==> config.mk <==
export PLATFORM = sky130hd
export DESIGN_NAME = uart_tx_sched
export DESIGN_NICKNAME = d
export VERILOG_FILES = /design/src/rtl/uart_tx_sched.sv
export SDC_FILE = /design/constraint.sdc
export NUM_CORES = 1
export LEC_CHECK = 0
export ABC_AREA = 1
export BUFFER_PORTS_ARGS = -buffer_cell sky130_fd_sc_hd__buf_2
export CAP_MARGIN = 20
export CORE_MARGIN = 8
export CORE_UTILIZATION = 30
export CTS_BUF_LIST = sky130_fd_sc_hd__clkbuf_8
export CTS_CLUSTER_SIZE = 40
export DETAILED_ROUTE_END_ITERATION = 12
export PLACE_DENSITY = 0.67
export SYNTH_ARGS = -nofsm -noshare
export SYNTH_HDL_FRONTEND = slang
export SYNTH_SLANG_ARGS = --single-unit
==> constraint.sdc <==
create_clock -name clk -period 2.1 [get_ports clk]
set_input_delay 0.42 -clock clk [delete_from_list [all_inputs] [get_ports clk]]
set_output_delay 0.42 -clock clk [all_outputs]
set_load 0.01 [all_outputs]
==> src/rtl/uart_tx_sched.sv <==
// Round-robin scheduler sharing one uart_core transmitter among NUM_REQ requesters.
// Accepts words over valid/ready, drives start_tx/tx_data, waits for tx_done or times out.
module uart_tx_sched #(
    parameter int unsigned NUM_REQ     = 4,
    parameter int unsigned DATA_W      = 32,
    parameter int unsigned TIMEOUT_CYC = 65535
) (
    input  logic                       clk,
    input  logic                       rst,
    input  logic                       en_i,
    input  logic [NUM_REQ-1:0]         req_valid_i,
    input  logic [NUM_REQ*DATA_W-1:0]  req_data_i,
    output logic [NUM_REQ-1:0]         req_ready_o,
    output logic [NUM_REQ-1:0]         req_done_o,
    input  logic                       cts_n_i,
    input  logic                       tx_done_i,
    output logic [DATA_W-1:0]          tx_data_o,
    output logic                       start_tx_o,
    output logic                       busy_o,
    output logic [$clog2(NUM_REQ)-1:0] grant_id_o,
    output logic                       timeout_o
);

    localparam int unsigned IdW  = $clog2(NUM_REQ);
    localparam int unsigned CntW = (TIMEOUT_CYC > 1) ? $clog2(TIMEOUT_CYC) : 1;
    localparam logic [CntW-1:0] ToLast = CntW'((TIMEOUT_CYC == 0) ? 0 : TIMEOUT_CYC - 1);
    localparam logic [NUM_REQ-1:0] OneHot0 = NUM_REQ'(1);

    typedef enum logic [1:0] {StIdle, StStart, StWait, StDone} state_e;

    state_e            state_q, state_d;
    logic [IdW-1:0]    rr_ptr_q, rr_ptr_d;
    logic [IdW-1:0]    grant_q, grant_d;
    logic [DATA_W-1:0] tx_data_q, tx_data_d;
    logic [CntW-1:0]   cnt_q, cnt_d;
    logic              timeout_q, timeout_d;

    logic              win_found;
    logic [IdW-1:0]    win_id;
    int unsigned       scan_idx;

    // Scan starts one past the last served requester so every index gets its turn.
    always_comb begin
        win_found = 1'b0;
        win_id    = '0;
        scan_idx  = 0;
        for (int unsigned i = 1; i <= NUM_REQ; i++) begin
            scan_idx = (32'(rr_ptr_q) + i) % NUM_REQ;
            if (!win_found && req_valid_i[IdW'(scan_idx)]) begin
                win_found = 1'b1;
                win_id    = IdW'(scan_idx);
            end
        end
    end

    always_comb begin
        state_d     = state_q;
        rr_ptr_d    = rr_ptr_q;
        grant_d     = grant_q;
        tx_data_d   = tx_data_q;
        cnt_d       = cnt_q;
        timeout_d   = 1'b0;
        req_ready_o = '0;
        req_done_o  = '0;
        start_tx_o  = 1'b0;

        case (state_q)
            StIdle: begin
                if (en_i && !cts_n_i && win_found) begin
                    req_ready_o = OneHot0 << win_id;
                    tx_data_d   = req_data_i[32'(win_id) * DATA_W +: DATA_W];
                    grant_d     = win_id;
                    state_d     = StStart;
                end
            end
            StStart: begin
                start_tx_o = 1'b1;
                state_d    = StWait;
            end
            StWait: begin
                cnt_d = cnt_q + 1'b1;
                // A done pulse on the timeout cycle still counts as a completion.
                if (tx_done_i) begin
                    rr_ptr_d = grant_q;
                    state_d  = StDone;
                end else if (TIMEOUT_CYC != 0 && cnt_q == ToLast) begin
                    timeout_d = 1'b1;
                    rr_ptr_d  = grant_q;
                    cnt_d     = '0;
                    state_d   = StIdle;
                end
            end
            StDone: begin
                req_done_o = OneHot0 << grant_q;
                cnt_d      = '0;
                state_d    = StIdle;
            end
            default: state_d = StIdle;
        endcase
    end

    always_ff @(posedge clk) begin
        if (rst) begin
            state_q   <= StIdle;
            rr_ptr_q  <= IdW'(NUM_REQ - 1);
            grant_q   <= '0;
            tx_data_q <= '0;
            cnt_q     <= '0;
            timeout_q <= 1'b0;
        end else begin
            state_q   <= state_d;
            rr_ptr_q  <= rr_ptr_d;
            grant_q   <= grant_d;
            tx_data_q <= tx_data_d;
            cnt_q     <= cnt_d;
            timeout_q <= timeout_d;
        end
    end

    assign busy_o     = (state_q != StIdle);
    assign grant_id_o = grant_q;
    assign tx_data_o  = tx_data_q;
    assign timeout_o  = timeout_q;

endmodule

==> After elaboration in Yosys (flattened, before gate mapping) <==
Index checks and enable logic that the tools add are counted.
{ "totals": {"register_bits": 55, "latch_bits": 0, "ramBits": 0, "mem_bits_ro": 0, "input_bits": 137, "out_inout_bits": 45, "wordCells": 72, "n_memories": 0} }
{ "op_classes": {"addsub": 5, "mul": 0, "div_mod_pow": 0, "order_cmp": 4, "n_eq_ne": 6, "n_shift": 3, "mux": 30, "bitwise": 1, "n_reduce_logical": 17} }
{ "ops": {"columns": ["op", "count"], "rows": [
  ["$shiftx A128 B8 Y32", 1],
  ["$mux W16", 2],
  ["$pmux W16 S2", 1],
  ["$mux W2", 9],
  ["$add A16 B1 Y16 const B", 1],
  ["$eq A16 B16 Y1 const B", 1],
  ["$lt A2 B3 Y1 const B", 4],
  ["$mux W4", 3],
  ["$mux W1", 10],
  ["$bmux W1 S2", 4],
  ["$pmux W2 S4", 1],
  ["$shl A1 B2 Y4 const A", 2],
  ["$reduce_and A2 Y1", 3],
  ["$reduce_bool A2 Y1", 3],
  ["$logic_and A1 B1 Y1", 5],
  ["$add A2 B1 Y2 const B", 2],
  ["$add A2 B2 Y2 const B", 2],
  ["$eq A2 B2 Y1 const B", 2],
  ["$logic_not A1 Y1", 4],
  ["$ne A3 B3 Y1 const B", 1],
  ["$reduce_or A3 Y1", 1],
  ["$eq A2 B1 Y1 const B", 1],
  ["$logic_not A2 Y1", 1],
  ["$ne A2 B2 Y1 const B", 1],
  ["$not A1 Y1", 1]
]} }

==> Longest topological paths before layout <==
Gate-level depths: netlist of the first run.
{ "depth": {"depth_word": 16, "ltp_mapped": 19, "depth_no_buf": 15} }

==> Least setup slack after synthesis of the first run <==
No wires, ideal clock.
{ "synth_timing": {"path_kind": "flip-flop to output port", "start": "reg rr_ptr_q[0]", "end": "out req_ready_o[0]", "arrival_time_ns": 1.833, "required_ns": 1.680, "slack_ns": -0.153, "stages_incl_launch_ff": 17, "cell_sequence": "dfxtp_1 > buf_4 > inv_2 > buf_6 > nand2_1 > nand2_1 > nand2_1 > nand2_2 > nor2_4 > nand3_4 > nand2_4 > nand2_2 > buf_6 > buf_6 > nor2_2 > inv_1 > nor2_1"} }
{ "synth_between": {"elab_chain_len": 16, "word_cells_on_any_way": 30, "cone_classes": "add/sub: 4; shift: 1; mux: 18; reduce/logical: 7"} }
{ "synth_rtl": {"columns": ["item", "line", "source"], "rows": [
  ["start: declaration", "32", "logic [IdW-1:0] rr_ptr_q, rr_ptr_d;"],
  ["start signal: assignment", "105", "rr_ptr_q <= IdW'(NUM_REQ - 1);"],
  ["start signal: assignment", "112", "rr_ptr_q <= rr_ptr_d;"],
  ["$add A2 B1 Y2", "48", "scan_idx = (32'(rr_ptr_q) + i) % NUM_REQ;"],
  ["$bmux W1 S2", "49", "if (!win_found && req_valid_i[IdW'(scan_idx)]) begin"],
  ["$mux W1 (implied by the code)", "49", null],
  ["$mux W1", "49", null],
  ["$logic_not A1 Y1", "49", null],
  ["$logic_and A1 B1 Y1", "49", null],
  ["$mux W1", "49", null],
  ["$logic_not A1 Y1", "49", null],
  ["$logic_and A1 B1 Y1", "49", null],
  ["$mux W1", "49", null],
  ["$logic_not A1 Y1", "49", null],
  ["$logic_and A1 B1 Y1", "49", null],
  ["$mux W2 / $mux W1 (equally long branches)", "49", null],
  ["$shl A1 B2 Y4 / $logic_and A1 B1 Y1 (equally long branches)", "70, 69", null],
  ["$mux W4 (*)", "69", "if (en_i && !cts_n_i && win_found) begin"],
  ["$mux W4 (*)", "67", "case (state_q)"],
  ["end: declaration", "13", "output logic [NUM_REQ-1:0] req_ready_o,"]
]} }
Every way passes the cells marked *; elsewhere a longest branch is shown, timed or not. The select of a mux whose other input is x is not followed.

==> Worst setup path after layout of the first run <==
Same ends and word-level chain as after synthesis.

==> summary.txt, run 1 <==
Outcome
  – Outcome: finished with violations
  – Failing checks: setup timing

Clock tree
  – Clk sinks: 55
  – Clk_lat worst skew: 0.32 ns
  – Max clock buf depth: 2
  – Clock root buffer: clkbuf_8
  – CTS tree: built
  – Hold-fix buffers, CTS: 0
  – Total CTS buffers: 5
  – CTS clk-pin slew, worst paths: 0.11 ns
  – Htree depth: 2

Power and ir drop
  – Clock share of power: 20.2%
  – Static Leak: 2.89 nW
  – Design Power: 0.00362 W
  – Power density of the placed cells: 674 nW/µm²
  – Net switching power: 0.00146 W
  – Switching Fraction: 40.4%
  – Worst VDD drop: 0.386 mV
  – Register share of total power: 33.3%
  – Pint: 0.00216 W
  – Logic pwr share: 46.5%

Detailed routing
  – Via Count: 4600
  – Total wire length: 13500 µm
  – First drt pass iteration count: 4
  – DR DRC count: 0
  – Iter 0 DRT Violations: 203
  – Vias/cell: 4.53
  – WL/cell: 13.3 µm
  – Final ANT Viol Nets: 0

STA
  – Final setup margin: -0.232 ns
  – RSZ-0062 raised after global routing: yes
  – Final setup fails: 4
  – Final critical-path required period: 2.33 ns
  – Clk_skew: 0.0114 ns
  – Worst-margin pin slew: 0.377 ns
  – Fmax: 0.429 GHz
  – Final Hold Viols: 0
  – Max-slew violations: 0
  – Rel. slew slack: 74.8%
  – Final worst-path cycle share: 111%

Cells and area
  – Leading cell type in the layout, fill and taps excluded: nand2_1
  – Layout cell share with drive strength beyond 1: 30.6%
  – Multi-input logic area: 2350 µm²
  – Synth-to-layout area growth: 37.7%
  – Post-layout util: 42.3%
  – Ant. Diodes: 0
  – Non-Filler Instances: 1015
  – Reg area: 1110 µm²
  – Commonest cells after routing, fill and taps aside: nand2_1, buf_2, nand3_1, inv_1, nor2_1
  – Nets@finish: 982
  – FILL cells: 1440

Die
  – Rows: 41
  – Initial core utilization: 30.8%
  – # IOs: 182
  – Die extent in x: 130 µm
  – Core area: 12700 µm²
  – Die H: 130 µm
  – Die Area: 16900 µm²

Min path
  – Min-delay worst type: primary input to register
  – HP Start: tx_done_i
  – WHS Endpoint: state_q[0]
  – Hold Path Stages: 3

Logic synthesis
  – Syn avg cell area: 5.88 µm²
  – #FFs+latches synth: 55
  – Synth warnings: 0
  – Sequential fraction of the synthesis area: 28.3%
  – Netlist cell types: 36
  – Mapped Cells: 663
  – Syn_nets: 802
  – Syn Std Cell Area: 3900 µm²

Setup path
  – Max FO, Critical Path: 5
  – Reg-to-reg startpoint: rr_ptr_q[0]
  – Element type at the critical path end: output pin
  – WP data required: 1.68 ns
  – Setup crit start kind: register
  – CP Class: register to output pin
  – Worst reg2reg endpoint: tx_data_o[11]
  – Reg2Reg Depth: 14
  – Data arrival, critical path: 1.91 ns
  – Flop2flop setup slack: 0.14 ns

Placed design
  – GP Congestion: 0.832
  – Port Buffers: 181
  – Cell count after placement: 1001
  – Dpl hpwl: 10200 µm

Global routing
  – Vias in the first global route: 4525
  – Gr ovfl total: 0
  – First-pass GRT wire length: 21400 µm
  – Total routing usage reported by global routing: 15.6%
  – Largest net degree at the start of global routing: 50
  – Initial antenna violation count: 0

Flow run
  – Max_cap viols: 0
-- power groups by stage --
stage,clock network [W],logic [W],registers (W)
after floorplan,0,0.00104,0.00126
after global placement,0,0.00157,0.00122
after detailed placement,0,0.00157,0.00122
after CTS,0.000752,0.00161,0.00120
after global routing,0.000784,0.00189,0.00122
final,0.000731,0.00168,0.00120
-- final cells by class --
| type | count | area share, % |
|---|---|---|
| Clock buffer | 5 | 1.28 |
| Inverter | 95 | 6.88 |
| Multi-Input combinational cell | 479 | 43.8 |
| Timing Repair Buffer | 207 | 22.7 |
| Tap cell | 172 | 4.01 |
| Sequential cell | 55 | 20.7 |
| Clock inverter | 2 | 0.700 |
-- registers in the layout (all words and copies together), names as in the netlist --
name,flops
tx_data_o,32
timeout_o,1
state_q,2
grant_id_o,2
cnt_q,16
rr_ptr_q,2
-- cells in the mapped netlist --
cell / instances / area [µm²]
nand2_2: 2 / 12.5
ha_1: 2 / 25.0
nor2_2: 2 / 12.5
clkbuf_1: 7 / 26.3
clkinv_1: 1 / 3.75
o31ai_1: 1 / 7.51
nor2_4: 1 / 11.3
nand3b_1: 1 / 7.51
nand4_1: 2 / 12.5
dfxtp_1: 55 / 1100
nand2_1: 225 / 845
o211ai_1: 4 / 30.0
a31oi_1: 2 / 12.5
nand3_2: 1 / 10.0
o21a_1: 33 / 248
nor3_1: 11 / 55.1
nor4_1: 1 / 6.26
xnor2_1: 2 / 17.5
buf_4: 1 / 7.51
inv_2: 5 / 18.8
nor2_1: 64 / 240
nand3_4: 1 / 17.5
inv_1: 89 / 334
a22oi_1: 1 / 7.51
nand2_4: 1 / 11.3
buf_1: 1 / 3.75
xor2_1: 3 / 26.3
a211oi_1: 1 / 7.51
buf_6: 7 / 78.8
a21oi_1: 18 / 90.1
buf_2: 18 / 90.1
o21ai_0: 6 / 30.0
nand3_1: 91 / 455
or2_2: 1 / 6.26
nor3b_1: 1 / 7.51
nand4_4: 1 / 21.3
-- cells by family after synthesis --
logic type                 count (synthesis)  share of synthesized area (%)
xor gates and xnor gates                   5                           1.12
adders and majority gates                  2                          0.642
DFF                                       55                           28.3
buffers and inverters                    129                           14.4
and+or+nand+nor                          406                           44.4
AOI/OAI and AO/OA                         66                           11.1
-- metal layers --
layer	track usage, %	vias up	wire [µm]
met2	26.9	123	6610
li1	-	2422	-
met3	3.88	11	794
met4	4.23	0	205
met1	18.7	2044	5890
met5	0	-	0
-- per-stage QoR --
step / setup TNS [ns] / setup WS (ns) / instance area [µm²] / hold WS (ns)
final: -0.826 / -0.232 / 5370 / 0.393
after global routing: -1.26 / -0.338 / 5370 / 0.404
after CTS: -0.867 / -0.222 / 5240 / 0.385
after detailed placement: 0 / 0.0160 / 5030 / 0.462
after global placement: 0 / 0.0479 / 5030 / 0.457
after floorplan: -0.188 / -0.0845 / 3930 / 0.445
-- how the worst max path moves through the flow --
stage                         startpoint        endpoint  slack (ns)  cells past startpoint
after floorplan              rr_ptr_q[0]  req_ready_o[0]       -0.08                     16
after global placement    req_valid_i[0]  req_ready_o[0]        0.05                     13
after detailed placement  req_valid_i[0]  req_ready_o[0]        0.02                     13
after CTS                    rr_ptr_q[0]  req_ready_o[0]       -0.22                     13
after global routing         rr_ptr_q[0]  req_ready_o[0]       -0.34                     13
final                        rr_ptr_q[0]  req_ready_o[0]       -0.23                     13
-- critical path: stages (launching register included) --
cell and delay, ns:
dfxtp_4 0.39, buf_6 0.14, nand2_2 0.06, nand2_2 0.05
nand2_2 0.06, nand2_2 0.07, nor2_4 0.15, nand3_4 0.11
nand2_4 0.11, nand2_8 0.08, nor2_4 0.10, inv_2 0.07
nor2_4 0.08, buf_6 0.11
-- repair_timing --
item | CTS | global route
endpoints found under the setup margin | 4 | 32
resized for setup | 25 | 20
pin swaps | 12 | 8
setup buffers | 5 | 3
cloned | 0 | 2
(Power assumes the default switching activity.)
==> run 2: changes to the inputs <==
TNS_END_PERCENT = 50   (was default)
==> run 2 against run 1 <==
  * The run still ends with setup timing left
  * Cell count rose by 1.8%
  * Non-clock buffer count rose by 17
  * Sequential share of layout area fell by 0.70 points
  * Utilization rose by 1.4 points
  * Wire length rose by 6.7%
  * Sequential power barely moved
  * Fmax fell by 1.5%
  * Clock skew rose by 0.0046 ns
  * Clock-buffer cell count did not move
  * Critical endpoint is now req_ready_o[2]
  * Highest routed layer unchanged
==> summary.txt, run 2 (synthesis gave the netlist of run 1 again) <==
Clock tree
  – Clk_lat worst skew: 0.33 ns
  – Total CTS buffers: 5
  – Hold-fix buffers, CTS: 0
  – Max clock buf depth: 2
  – CTS clk-pin slew, worst paths: 0.11 ns
  – Htree depth: 2
  – Clock root buffer: clkbuf_8
  – Clk sinks: 55
  – CTS tree: built

Global routing
  – Vias in the first global route: 4411
  – Largest net degree at the start of global routing: 59
  – Initial antenna violation count: 0
  – First-pass GRT wire length: 21300 µm
  – Gr ovfl total: 0
  – Total routing usage reported by global routing: 15.8%

Setup path
  – Max FO, Critical Path: 4
  – Element type at the critical path end: output pin
  – Data arrival, critical path: 1.95 ns
  – CP Class: register to output pin
  – WP data required: 1.68 ns
  – Setup crit start kind: register
  – Reg-to-reg startpoint: rr_ptr_q[0]
  – Crit. Startpoint: rr_ptr_q[0]
  – Flop2flop setup slack: 0.08 ns

Detailed routing
  – Iter 0 DRT Violations: 246
  – Via Count: 4725
  – Total wire length: 14400 µm
  – First drt pass iteration count: 4
  – DR DRC count: 0
  – WL/cell: 13.9 µm
  – Final ANT Viol Nets: 0
  – Vias/cell: 4.57

Power and ir drop
  – Register share of total power: 32.6%
  – Design Power: 0.00370 W
  – Static Leak: 3.00 nW
  – Worst VDD drop: 0.327 mV
  – Net switching power: 0.00154 W
  – Clock share of power: 17.1%
  – Logic pwr share: 50.3%
  – Switching Fraction: 41.5%
  – Pint: 0.00216 W
  – Power density of the placed cells: 668 nW/µm²

STA
  – Fin Setup TNS: -0.978 ns
  – Max-slew violations: 0
  – Final Hold Viols: 0
  – Final setup fails: 4
  – Final setup margin: -0.267 ns
  – Rel. slew slack: 74.9%
  – Final critical-path required period: 2.37 ns
  – RSZ-0062 raised after global routing: yes
  – Fmax: 0.422 GHz
  – Clk_skew: 0.0160 ns
  – Worst-margin pin slew: 0.374 ns
  – Final worst-path cycle share: 113%

Min path
  – HP Start: req_data_i[67]
  – Min-delay worst type: primary input to register

Outcome
  – Failing checks: setup timing
  – Outcome: finished with violations

Die
  – Die H: 130 µm
  – Die Area: 16900 µm²
  – # IOs: 182
  – Die extent in x: 130 µm
  – Initial core utilization: 30.8%
  – Core area: 12700 µm²
  – Rows: 41

Placed design
  – Port Buffers: 181
  – Dpl hpwl: 10200 µm
  – Cell count after placement: 1007
  – GP Congestion: 0.874

Cells and area
  – Max FFs per register: 32
  – Ant. Diodes: 0
  – Synth-to-layout area growth: 42.2%
  – Layout cell share with drive strength beyond 1: 32.5%
  – Non-Filler Instances: 1033
  – Nets@finish: 999
  – Commonest cells after routing, fill and taps aside: nand2_1, buf_2, nand3_1, inv_1, nor2_1
  – FILL cells: 1421
  – Leading cell type in the layout, fill and taps excluded: nand2_1

Flow run
  – Max_cap viols: 0
==> run 2: changes by cell type in the layout (fill, tap and decap cells not counted), moves of 3 or more <==
cell	delta
buf_12	-3
buf_4	+14
nor2_2	-3
nor2_4	+4
==> run 2: repair_timing <==
| action | 4_1_cts | 5_1_grt |
|---|---|---|
| cloned | 0 | 5 |
| pin swaps | 16 | 14 |
| gates resized for setup | 29 | 23 |
| setup endpoints to repair | 6 | 35 |
| buffers inserted | 9 | 6 |
==> run 2: final cells by class <==
type	count	area [µm²]	share of cell area [%]
Tap cell	172	215	3.88
Timing Repair Buffer	224	1390	25.1
Sequential cell	55	1110	20.0
Clock buffer	5	68.8	1.24
Inverter	95	367	6.62
Clock inverter	3	18.8	0.339
Multi-Input combinational cell	479	2380	42.9
==> run 2: path summary, 6_finish.rpt <==
path / end / cells after the start
worst max register to register: tx_data_o[7] / 16
worst min register to register: cnt_q[7] / 2
worst min-delay path: tx_data_o[3] / 5
worst max-delay path: req_ready_o[2] / 13
==> run 2: worst max-delay path, stage by stage (launching register included) <==
cell and delay (ns):
dfxtp_4 0.39, buf_6 0.13, nand2_2 0.05, nand2_2 0.07, nand2_4 0.09, nand2_4 0.07, nor2_4 0.15, nand3_4 0.12
nand2_4 0.08, nand2_4 0.07, nor2_4 0.13, inv_4 0.07, nor2_4 0.09, buf_6 0.11
==> run 2: through the flow <==
| stage | utilization, % | hold slack, ns | setup slack, ns | cell area [µm²] |
|---|---|---|---|---|
| after global placement | 40.0 | 0.458 | -0.0310 | 5070 |
| after floorplan | - | 0.445 | -0.0845 | 3930 |
| after global routing | 43.7 | 0.397 | -0.403 | 5540 |
| after detailed placement | 40.0 | 0.466 | -0.0449 | 5070 |
| after CTS | 41.9 | 0.375 | -0.282 | 5310 |
| final | 43.7 | 0.393 | -0.267 | 5540 |
==> run 2: power by group through the flow <==
stage               combinational (W)  sequential [W]  clock [W]
CTS                           0.00166         0.00121   0.000664
detailed placement            0.00158         0.00123          0
global placement              0.00158         0.00122          0
floorplan                     0.00104         0.00126          0
global route                  0.00208         0.00122   0.000693
finish                        0.00186         0.00121   0.000632
==> run 2: metal layers <==
metal	part of all wire, %	track usage (%)	routed length [µm]	vias up
met5	0	0	0	-
met4	0.99	4.30	142	0
met3	5.7	3.88	827	11
met2	50	27.5	7210	138
met1	43	19.0	6210	2120
li1	-	-	-	2456
==> run 3: changes to the inputs <==
BUFFER_PORTS_ARGS = -buffer_cell sky130_fd_sc_hd__buf_4   (was -buffer_cell sky130_fd_sc_hd__buf_2)
SLEW_MARGIN = 10   (was default)
==> run 3 against run 2 <==
  * The flow still finishes with violations (setup timing)
  * Via count down 1.1%
  * Setup slack better by 0.029 ns
  * Wire length down 1.8%
  * Global-route usage up 0.46 points
  * Non-clock buffer count down 1
  * Clock skew down 0.0080 ns
  * Clock-buffer cell count up 2
  * Sequential cell count unchanged
  * Combinational power up 5%
  * Highest routed layer unchanged
==> summary.txt, run 3 (synthesis gave the netlist of run 1 again) <==
Outcome
  – Outcome: finished with violations
  – Failing checks: setup timing

STA
  – Final setup margin: -0.238 ns
  – Final worst-path cycle share: 111%
  – Fmax: 0.428 GHz
  – Worst-margin pin slew: 0.366 ns
  – Final Hold Viols: 0
  – Final setup fails: 24
  – Fin Setup TNS: -1.63 ns
  – Final critical-path required period: 2.34 ns
  – RSZ-0062 raised after global routing: yes
  – Max-slew violations: 0
  – Clk_skew: 0.00806 ns
  – Rel. slew slack: 75.6%

Clock tree
  – Clk sinks: 55
  – Total CTS buffers: 5
  – Hold-fix buffers, CTS: 0
  – Clk_lat worst skew: 0.33 ns
  – CTS tree: built
  – Htree depth: 2
  – Max clock buf depth: 2
  – Clock root buffer: clkbuf_8
  – CTS clk-pin slew, worst paths: 0.10 ns

Cells and area
  – Layout cell share with drive strength beyond 1: 32.7%
  – FILL cells: 1361
  – Ant. Diodes: 0
  – Synth-to-layout area growth: 53.7%
  – Nets@finish: 998
  – Leading cell type in the layout, fill and taps excluded: nand2_1
  – Final instance area: 5990 µm²
  – Multi-input logic area: 2390 µm²
  – Max FFs per register: 32
  – Non-Filler Instances: 1032
  – Commonest cells after routing, fill and taps aside: nand2_1, buf_4, inv_1, nand3_1, nor2_1
  – Reg area: 1110 µm²

Detailed routing
  – Iter 0 DRT Violations: 265
  – Final ANT Viol Nets: 0
  – Total wire length: 14100 µm
  – DR DRC count: 0
  – First drt pass iteration count: 4
  – Via Count: 4674
  – Vias/cell: 4.53
  – WL/cell: 13.7 µm

Power and ir drop
  – Power density of the placed cells: 641 nW/µm²
  – Register share of total power: 31.4%
  – Design Power: 0.00384 W
  – Static Leak: 3.11 nW
  – Clock share of power: 17.8%
  – Pint: 0.00232 W
  – Logic pwr share: 50.7%
  – Net switching power: 0.00152 W
  – Worst VDD drop: 0.292 mV
  – Switching Fraction: 39.6%

Die
  – Core area: 12700 µm²
  – Die H: 130 µm
  – Die extent in x: 130 µm
  – # IOs: 182
  – Rows: 41
  – Die Area: 16900 µm²
  – Initial core utilization: 30.8%

Setup path
  – CP Class: register to output pin
  – Max FO, Critical Path: 7
  – Setup crit start kind: register
  – Data arrival, critical path: 1.92 ns
  – Element type at the critical path end: output pin
  – WP data required: 1.68 ns

Global routing
  – Total routing usage reported by global routing: 16.3%
  – Initial antenna violation count: 0
  – Vias in the first global route: 4459
  – Gr ovfl total: 0
  – Largest net degree at the start of global routing: 38
  – First-pass GRT wire length: 21800 µm

Placed design
  – Cell count after placement: 1007
  – Port Buffers: 181
  – Setup WS pre-CTS: -0.0828 ns
  – Dpl hpwl: 10500 µm
  – GP Congestion: 0.858
  – Dpl cell area: 5530 µm²

Flow run
  – Max_cap viols: 0

Min path
  – Min-delay worst type: primary input to register
==> run 3: worst paths after layout <==
kind	start	to	slack (ns)	cells after the start
worst max-delay path	rr_ptr_q[0]	req_ready_o[1]	-0.24	13
worst min-delay path	tx_done_i	state_q[0]	0.39	3
worst max register to register	rr_ptr_q[0]	tx_data_o[26]	-0.07	17
worst min register to register	cnt_q[7]	cnt_q[7]	0.47	2
==> run 3: critical path, cell delays in order (launching register included) <==
cell     delay [ns]
dfxtp_4        0.40
buf_6          0.13
nand2_2        0.05
nand2_2        0.06
nand2_1        0.09
nand2_2        0.08
nand2_1        0.07
nand2_2        0.08
nor2_4         0.13
nand2_4        0.08
nand2_8        0.08
inv_4          0.06
nor3_2         0.11
buf_4          0.16
==> run 3: power by group through the flow <==
stage / Combinational (W) / Sequential [W] / Clock (W)
after CTS: 0.00184 / 0.00121 / 0.000722
after detailed placement: 0.00173 / 0.00123 / 0
after global placement: 0.00172 / 0.00123 / 0
final: 0.00195 / 0.00121 / 0.000684
after global routing: 0.00215 / 0.00122 / 0.000750
after floorplan: 0.00104 / 0.00126 / 0
==> run 3: metal layers <==
| metal | GRT usage [%] | routed length, µm | vias to the layer above |
|---|---|---|---|
| met3 | 5.14 | 1080 | 12 |
| met1 | 18.5 | 5950 | 2062 |
| met5 | 0 | 0 | - |
| li1 | - | - | 2462 |
| met2 | 28.5 | 6910 | 138 |
| met4 | 5.26 | 190 | 0 |
==> run 3: repair_timing <==
action,4_1_cts,5_1_grt
resized for setup,37,13
setup endpoints to repair,23,36
endpoints found under the hold margin,0,0
pin swaps,10,8
gates cloned,0,3
buffers inserted,10,4
==> run 3: layout make-up <==
type                            count  area share (%)
Multi-Input combinational cell    479            39.9
Sequential cell                    55            18.5
Tap cell                          172            3.59
Inverter                           95            6.16
Clock inverter                      1           0.125
Clock buffer                        7            1.61
Timing Repair Buffer              223            30.1
==> run 3: through the flow <==
step,hold slack (ns),utilization [%]
after CTS,0.361,46.0
final,0.387,47.3
after detailed placement,0.460,43.7
after floorplan,0.445,-
after global routing,0.396,47.3
after global placement,0.459,43.7
